`src/rtl/maze_pkg.sv`:
```
// Shared maze definitions: direction encoding, FSM states and the single
// location-step function used by both the forward datapath and the backtracker.
package maze_pkg;

   typedef enum logic [1:0] {
      DIR_YM = 2'b00,
      DIR_XP = 2'b01,
      DIR_XM = 2'b10,
      DIR_YP = 2'b11
   } dir_t;

   typedef enum logic [1:0] {
      IDLE   = 2'b00,
      REPLAY = 2'b01,
      DONE   = 2'b10
   } state_t;

   // Axis select is dir[1]^dir[0] (1 = X); sign is dir[0] (1 = +1). Coordinates wrap mod 16.
   function automatic logic [7:0] step(input logic [7:0] loc, input logic [1:0] dir);
      logic [3:0] x;
      logic [3:0] y;
      x = loc[7:4];
      y = loc[3:0];
      if (dir[1] ^ dir[0]) begin
         x = dir[0] ? x + 4'd1 : x - 4'd1;
      end else begin
         y = dir[0] ? y + 4'd1 : y - 4'd1;
      end
      return {x, y};
   endfunction

   function automatic logic [1:0] inv_dir(input logic [1:0] dir);
      return ~dir;
   endfunction

endpackage

```
`src/rtl/maze_backtrack_dir_stack.sv`:
```
// LIFO of 2-bit move directions: synchronous write, combinational read of the top entry.
// Pop wins over push when both are requested; clr empties the stack.
module dir_stack #(
   parameter int DEPTH = 256,
   parameter int PTR_W = $clog2(DEPTH) + 1
) (
   input  logic             clk,
   input  logic             rst,
   input  logic             clr,
   input  logic             push_en,
   input  logic             pop_en,
   input  logic [1:0]       wdata,
   output logic [1:0]       top,
   output logic [PTR_W-1:0] sp,
   output logic             full,
   output logic             empty
);

   localparam int AW = (DEPTH > 1) ? $clog2(DEPTH) : 1;

   logic [1:0]       mem_q [DEPTH];
   logic [PTR_W-1:0] sp_q;
   logic [PTR_W-1:0] sp_d;
   logic [AW-1:0]    wr_idx;
   logic [AW-1:0]    rd_idx;
   logic             do_push;

   assign wr_idx  = sp_q[AW-1:0];
   assign rd_idx  = wr_idx - AW'(1);
   assign top     = mem_q[rd_idx];
   assign sp      = sp_q;
   assign full    = (sp_q == PTR_W'(DEPTH));
   assign empty   = (sp_q == '0);
   assign do_push = push_en && !pop_en && !clr && !full;

   always_comb begin
      sp_d = sp_q;
      if (clr) begin
         sp_d = '0;
      end else if (pop_en && !empty) begin
         sp_d = sp_q - PTR_W'(1);
      end else if (do_push) begin
         sp_d = sp_q + PTR_W'(1);
      end
   end

   always_ff @(posedge clk) begin
      if (rst) begin
         sp_q <= '0;
      end else begin
         sp_q <= sp_d;
      end
   end

   // Contents need no reset: only entries below sp are ever read.
   always_ff @(posedge clk) begin
      if (do_push) begin
         mem_q[wr_idx] <= wdata;
      end
   end

endmodule

```
`src/rtl/maze_backtrack.sv`:
```
// Move recorder / backtracker: logs forward moves on a LIFO and retraces them
// by stepping the location register in the inverse direction.
//
//   state  | meaning
//   IDLE   | accept ld / replay / pop / push (that priority)
//   REPLAY | pop one move per cycle until the stack is empty
//   DONE   | one-cycle tail that raises done, then back to IDLE
module maze_backtrack
   import maze_pkg::*;
#(
   parameter int DEPTH = 256
) (
   input  logic       clk,
   input  logic       rst,
   input  logic       ld,
   input  logic [7:0] loc_in,
   input  logic       push,
   input  logic [1:0] dir_in,
   input  logic       pop,
   input  logic       replay,
   output logic [7:0] loc_out,
   output logic [1:0] pop_dir,
   output logic       out_valid,
   output logic       empty,
   output logic       full,
   output logic       busy,
   output logic       done,
   output logic       overflow,
   output logic       underflow
);

   localparam int PTR_W = $clog2(DEPTH) + 1;

   state_t           state_q, state_d;
   logic [7:0]       loc_q, loc_d;
   logic [1:0]       pop_dir_q, pop_dir_d;
   logic             out_valid_q, out_valid_d;
   logic             done_q, done_d;
   logic             busy_q, busy_d;
   logic             overflow_q, overflow_d;
   logic             underflow_q, underflow_d;
   logic             clr, push_en, pop_en;
   logic [1:0]       top;
   logic [PTR_W-1:0] sp;

   dir_stack #(.DEPTH(DEPTH), .PTR_W(PTR_W)) u_stack (
      .clk     (clk),
      .rst     (rst),
      .clr     (clr),
      .push_en (push_en),
      .pop_en  (pop_en),
      .wdata   (dir_in),
      .top     (top),
      .sp      (sp),
      .full    (full),
      .empty   (empty)
   );

   always_comb begin
      state_d     = state_q;
      loc_d       = loc_q;
      pop_dir_d   = pop_dir_q;
      out_valid_d = 1'b0;
      done_d      = 1'b0;
      overflow_d  = overflow_q;
      underflow_d = underflow_q;
      clr         = 1'b0;
      push_en     = 1'b0;
      pop_en      = 1'b0;
      case (state_q)
         IDLE: begin
            if (ld) begin
               loc_d       = loc_in;
               clr         = 1'b1;
               overflow_d  = 1'b0;
               underflow_d = 1'b0;
            end else if (replay) begin
               state_d = empty ? DONE : REPLAY;
            end else if (pop) begin
               if (!empty) pop_en = 1'b1;
               else        underflow_d = 1'b1;
            end else if (push) begin
               if (!full) begin
                  push_en = 1'b1;
                  loc_d   = step(loc_q, dir_in);
               end else begin
                  overflow_d = 1'b1;
               end
            end
         end
         REPLAY: begin
            pop_en = 1'b1;
            if (sp == PTR_W'(1)) state_d = DONE;
         end
         DONE: begin
            done_d  = 1'b1;
            state_d = IDLE;
         end
         default: state_d = IDLE;
      endcase
      // Single-step pop and replay share the same undo path.
      if (pop_en) begin
         loc_d       = step(loc_q, inv_dir(top));
         pop_dir_d   = top;
         out_valid_d = 1'b1;
      end
      busy_d = (state_d == REPLAY);
   end

   always_ff @(posedge clk) begin
      if (rst) begin
         state_q     <= IDLE;
         loc_q       <= 8'h00;
         pop_dir_q   <= 2'b00;
         out_valid_q <= 1'b0;
         done_q      <= 1'b0;
         busy_q      <= 1'b0;
         overflow_q  <= 1'b0;
         underflow_q <= 1'b0;
      end else begin
         state_q     <= state_d;
         loc_q       <= loc_d;
         pop_dir_q   <= pop_dir_d;
         out_valid_q <= out_valid_d;
         done_q      <= done_d;
         busy_q      <= busy_d;
         overflow_q  <= overflow_d;
         underflow_q <= underflow_d;
      end
   end

   assign loc_out   = loc_q;
   assign pop_dir   = pop_dir_q;
   assign out_valid = out_valid_q;
   assign done      = done_q;
   assign busy      = busy_q;
   assign overflow  = overflow_q;
   assign underflow = underflow_q;

endmodule

```
`config.mk`:
```
export PLATFORM = sky130hd
export DESIGN_NAME = maze_backtrack
export DESIGN_NICKNAME = d
export VERILOG_FILES = /design/src/rtl/maze_pkg.sv /design/src/rtl/maze_backtrack_dir_stack.sv /design/src/rtl/maze_backtrack.sv
export SDC_FILE = /design/constraint.sdc
export NUM_CORES = 1
export LEC_CHECK = 0
export BUFFER_PORTS_ARGS = -buffer_cell sky130_fd_sc_hd__buf_4
export CAP_MARGIN = 25
export CORE_UTILIZATION = 50
export CTS_BUF_LIST = sky130_fd_sc_hd__clkbuf_16
export CTS_CLUSTER_DIAMETER = 30
export DETAILED_ROUTE_END_ITERATION = 6
export PLACE_DENSITY = 0.69
export SETUP_SLACK_MARGIN = 0.3
export SYNTH_ARGS = -nofsm -noshare
export SYNTH_HDL_FRONTEND = slang
export SYNTH_SLANG_ARGS = --single-unit
```
`constraint.sdc`:
```
create_clock -name clk -period 10.1 [get_ports clk]
set_input_delay 2.02 -clock clk [delete_from_list [all_inputs] [get_ports clk]]
set_output_delay 2.02 -clock clk [all_outputs]
set_load 0.05 [all_outputs]
```
; ---- After elaboration in Yosys (flattened, before gate mapping)
; Memories as Yosys holds them, arrays and structs flattened.
; Cells that the tools add are included.
[classes]
n_addsub = 7
mul = 0
div_mod_pow = 0
magnitude_cmp = 0
n_eq_ne = 13
n_shift = 0
mux = 48
bitwise = 3
n_reduce_logical = 23
[ops]
columns = operator, count
row1 = $mux 8, 7
row2 = $mux 4, 8
row3 = $mux 1, 25
row4 = $mux 9, 2
row5 = $reduce_and 7->1, 2
row6 = $ne 3x2->1 const B, 4
row7 = $reduce_bool 2->1, 6
row8 = $add 9x1->9 const B, 1
row9 = $eq 9x1->1 const B, 1
row10 = $eq 9x9->1 const B, 1
row11 = $logic_not 9->1, 1
row12 = $sub 9x1->9 const B, 1
row13 = $add 4x1->4 const B, 2
row14 = $mux 2, 4
row15 = $ne 2x2->1 const B, 4
row16 = $sub 4x1->4 const B, 2
row17 = $sub 8x1->8 const B, 1
row18 = $reduce_bool 3->1, 2
row19 = $reduce_and 5->1, 1
row20 = $eq 2x1->1 const B, 2
row21 = $logic_and 1x1->1, 4
row22 = $logic_not 1->1, 4
row23 = $pmux 2 s2, 1
row24 = $reduce_and 4->1, 1
row25 = 6 further kinds, 7
[word_totals]
reg_bits = 26
latch_bits = 0
ram_bits = 512
rom_bits = 0
in_bits = 16
output_inout_bits = 17
elab_cells = 105
mem_count = 1
[mem_list]
columns = name, words, width, rd, rd_ports_with_merged_regs, wr, line_no
row1 = u_stack.mem_q, 256, 2, 1, 0, 1, maze_backtrack_dir_stack.sv:21  ; logic [1:0] mem_q [DEPTH];

; ---- Depth between registers and ports, before layout
[logic_depth]
word_depth = 12
mapped_depth = 20
ltp_nobuf = 12

; ---- Cells and area by module
; A second synthesis with hierarchy kept.
[hier_totals]
hier_cells = 1439
area_unflattened_um2 = 23139.7
[modules_own_cells]
columns = module, n_inst, cells_per_inst, area_per_inst_um2, seq_area_each_um2
row1 = dir_stack, 1, 1286, 21800.9, 15554.9
row2 = maze_backtrack, 1, 153, 1338.8, 340.3

; ---- Worst setup path after synthesis
; OpenSTA, ideal clock, no wires.
[synth_path]
path_kind = register to output
startpoint = register u_stack.sp_q[0] (netlist: u_stack.sp[0])
endpoint = output port full
arrival_time_ns = 3.261
t_required_ns = 8.080
slack_ns = 4.819
stages_incl_launch_ff = 10
path_buffers = 5
path_cell_list = dfxtp_1 -> buf_6 -> buf_4 -> buf_4 -> inv_1 -> buf_2 -> ha_1 -> buf_6 -> or3b_4 -> nor3_1
[synth_via]
elab_chain_cells = 1
[synth_rtl]
columns = element, line_no
row1 = from (decl), maze_backtrack_dir_stack.sv:22  ; logic [PTR_W-1:0] sp_q;
row2 = from (signal assigned), maze_backtrack_dir_stack.sv:51  ; sp_q <= sp_d;
row3 = $eq 9x9->1, maze_backtrack_dir_stack.sv:32  ; assign full = (sp_q == PTR_W'(DEPTH));
row4 = to (decl), maze_backtrack.sv:25  ; output logic full,
; Every way passes these cells.

; ---- Worst setup path after layout
[layout_path]
startpoint = register u_stack.sp_q[0] (netlist: u_stack.sp[0])
endpoint = register loc_q[0] (netlist: loc_out[0])
[layout_via]
elab_chain_cells = 8
word_cells_on_any_way = 22
classes_between = add/sub (1) / eq/ne (6) / mux (8) / bitwise (2) / reduce/logical (4) / memory (1)
[layout_rtl]
columns = element, line_no
row1 = branches (longest 8 deep; another with $sub 8x1->8), --
row2 = to (signal assigned), maze_backtrack.sv:122  ; loc_q <= loc_d;
row3 = to (decl), maze_backtrack.sv:35  ; logic [7:0] loc_q, loc_d;
; Parallel ways; which one is timed is not known. The select of a mux whose other input is x is not followed.
; A chain may end at the register's enable or synchronous reset.

==> impl_metrics.ini <==
[outcome]
status = complete, no violations

[min_path]
holdCritStartpoint = pop_dir[1]
hold_class = reg2reg
hold-path-cell-count = 2
min_to = pop_dir[1]

[critical_path]
cp_slowest_cell = buf_4
crit_family = compound AO/OA/AOI/OAI gates
worstSetupStartpointType = register
critPathArrivalTime_ns = 6.51
critPathCaptureType = register
rr_worst_depth = 14
timing.critical_path.from = u_stack.sp[0]
r2r_setup_slack_ns = 4.10
critPathBufInv = 3
required_ns = 10.62
slowest_delay_ns = 0.76
critPathMaxFanout = 49
r2r_end = loc_out[0]
crit_chain = inv_1 > buf_4 > ha_4 > xor2_4 > buf_4 > mux4_1 > mux2_2 > o211ai_1 > o32ai_1 > o32a_1 > a21boi_1 > o31ai_2 > a31oi_1 > o32ai_1
worstSetupPathType = reg2reg
r2r-start = u_stack.sp[0]

[power]
seq_power_share_pct = 41.7
ir_worst_vdd_mv = 0.155
combPwrFrac_pct = 2.7
p_leak_uw = 0.00876
power_density_nw_per_um2 = 216
power_frac_clock_pct = 55.7
netSwitchingFraction_pct = 21.1
intPower_uw = 4650
power_switching_uw = 1250

[timing]
drv_slew = 0
skew_ns = 0.0197
slew_headroom_pct = 28.3
finalSetupViolCount = 0
fin_crit_sh_pct = 59.4
finalHoldViolCount = 0
tightest_slew_ns = 1.07
fmax_mhz = 167
period_minus_slack_ns = 6.00
rsz0062_at_grt = no
fin_tns_setup_ns = 0

[clocking]
cts_hold_buf = 0
clockBufferDepth = 3
cts_setup_buffers = 0
cts_tree = built
path_clk_slew_ns = 0.05
clock_sinks = 538
ctsResizeCount = 0
clkLatencyLatePin_ns = 0.63
clockRootBuffer = clkbuf_16
cts-buffers-inserted = 95
htreeDepth = 3

[logic_synthesis]
async_reset_ff_share_pct = 0
ys_ff_latch = 538
syn_area_sq_um = 23000
synth_compound_area_share_pct = 4.24
synth_xor_area_share_pct = 0.869
synth_area_leaders = edfxtp_1, mux4_2, nor2_1, dfxtp_1, mux2i_1
yosysWarnings = 0
synthDistinctLibCells = 80
syn_nets = 1496
ys_seq_area_share_pct = 69.0
synth_ff_type = edfxtp_1
yosys.area.top_type_share_pct = 66.7
synth_top_family_by_area = multiplexers
postSynthCellCount = 1472
muxShareOfSynthArea_pct = 14.1
synth_area_per_cell_sq_um = 15.7
synth_simple_gate_area_share_pct = 9.20
yosys.area.top_type = edfxtp_1
synthAdderAreaFrac_pct = 0.434
synth_edf_count = 512

[route]
vias_per_cell = 6.17
drtPass1Iterations = 6
routed_wl_um = 58400
ant_nets = 0
drtIter0Drc = 1674
routedWlPerCell_um = 26.3
drc = 0
vias = 13700

[grt]
grt_pass1_vias = 14000
antenna_found_initial = 0
grt_max_degree = 101
grt_first_pass_wirelength_um = 87900
grt_remaining_overflow = 0
track_usage_pct = 25.6

[place]
dpl_cell_area_sq_um = 23900
dpl.hpwl_um = 34300
dp_cells = 2038
routabilityCongestion = 0.907
io_buffers = 32

[layout]
diodes = 0
layout_common_cells = edfxtp_1, nor2_1, mux4_2
finalNonFillerCells = 2218
drive_gt1_share_pct = 23.4
stdcell_area_sq_um = 27300
fill_cells = 3272
nNetsFinal = 1561
layout_commonest_cell = edfxtp_1
area_growth_pct = 18.5

[floorplan]
row_count = 78
top_level_ports = 33
die_w_um = 217
initial_core_util_pct = 50.8
die_h_um = 217
dieArea_sq_um = 46900
coreArea_sq_um = 45400

[job]
maxCapViolCount = 0
-- sequential cells by signal, summed over array words and instances, names as in the netlist --
signal and flops:
out_valid 1, done 1, u_stack.mem_q 512, loc_out 8, pop_dir 2, busy 1, overflow 1, u_stack.sp 9
state_q 2, underflow 1
-- per-layer routing --
layer	up-vias	track usage (%)	part of all wire, %	wire length (um)
li1	5867	-	-	-
met5	-	0	0	0
met3	132	5.54	9.3	5430
met2	709	41.6	49	28600
met1	6968	34.1	39	22700
met4	0	9.13	3.0	1770
-- how the worst max path moves through the flow --
stage,to,slack [ns],cells past startpoint
after global routing,loc_out[0],3.76,14
final,loc_out[0],4.10,14
after global placement,loc_out[1],4.36,14
after floorplan,full,4.82,9
after CTS,loc_out[5],4.13,14
after detailed placement,loc_out[1],4.17,14
-- worst register-to-register path, delay by kind of cell, from the launching register on --
kind / cells / cell delay (ns)
adder cells (fa/ha/maj): 1 / 0.26
XOR/XNOR: 1 / 0.72
multiplexers: 2 / 1.02
buffers and inverters: 3 / 1.26
AO/OA/AOI/OAI: 7 / 1.92
flip-flops: 1 / 0.71
-- cell usage after synthesis (7+ instances only) --
cell type / count
xor2_1: 11
nand2_1: 80
buf_6: 8
nor2b_1: 7
edfxtp_1: 512
o211ai_1: 7
and3_1: 9
mux2i_1: 32
xnor2_1: 10
inv_1: 10
nor2_1: 342
o22ai_1: 21
o21ai_0: 12
clkbuf_1: 62
dfxtp_1: 26
nand3_1: 19
a21oi_1: 20
ha_1: 8
nand4_1: 7
buf_2: 21
a211oi_1: 10
mux4_2: 120
-- final cells by class --
type                       count  area (sq um)  area share (%)
clock buffer                  97          2430            8.89
clock inverter                81           913            3.35
inverter                      10          37.5           0.138
multi-input combinational    828          6680            24.5
sequential                   538         15900            58.3
tap                          600           751            2.75
timing repair buffer          64           588            2.15
-- power by group through the flow --
| stage | sequential [uW] | clock [uW] | combinational [uW] |
|---|---|---|---|
| after floorplan | 2510 | 0 | 79.3 |
| after global placement | 2500 | 0 | 154 |
| after detailed placement | 2500 | 0 | 156 |
| after CTS | 2460 | 3310 | 157 |
| after global routing | 2460 | 3410 | 169 |
| final | 2460 | 3280 | 158 |
-- kinds of logic (layout without fill, tap and decap cells) --
family | after synthesis | after routing
flip-flops | 538 | 538
AND/OR/NAND/NOR | 503 | 503
multiplexers | 164 | 164
AO/OA/AOI/OAI | 131 | 131
buffers and inverters | 106 | 252
XOR/XNOR | 22 | 22
adder cells (fa/ha/maj) | 8 | 8
-- metrics by stage --
stage | worst slack, ns | total power (uW) | utilization [%] | hold WS [ns]
2_1_floorplan | 4.82 | 2590 | - | 0.459
5_1_grt | 3.76 | 6030 | 60.1 | 0.482
6_report | 4.10 | 5900 | 60.1 | 0.464
3_5_place_dp | 4.17 | 2660 | 52.7 | 0.459
4_1_cts | 4.13 | 5920 | 60.1 | 0.466
3_3_place_gp | 4.36 | 2650 | 52.5 | 0.452
No activity file was read; power rests on OpenSTA's default activity.
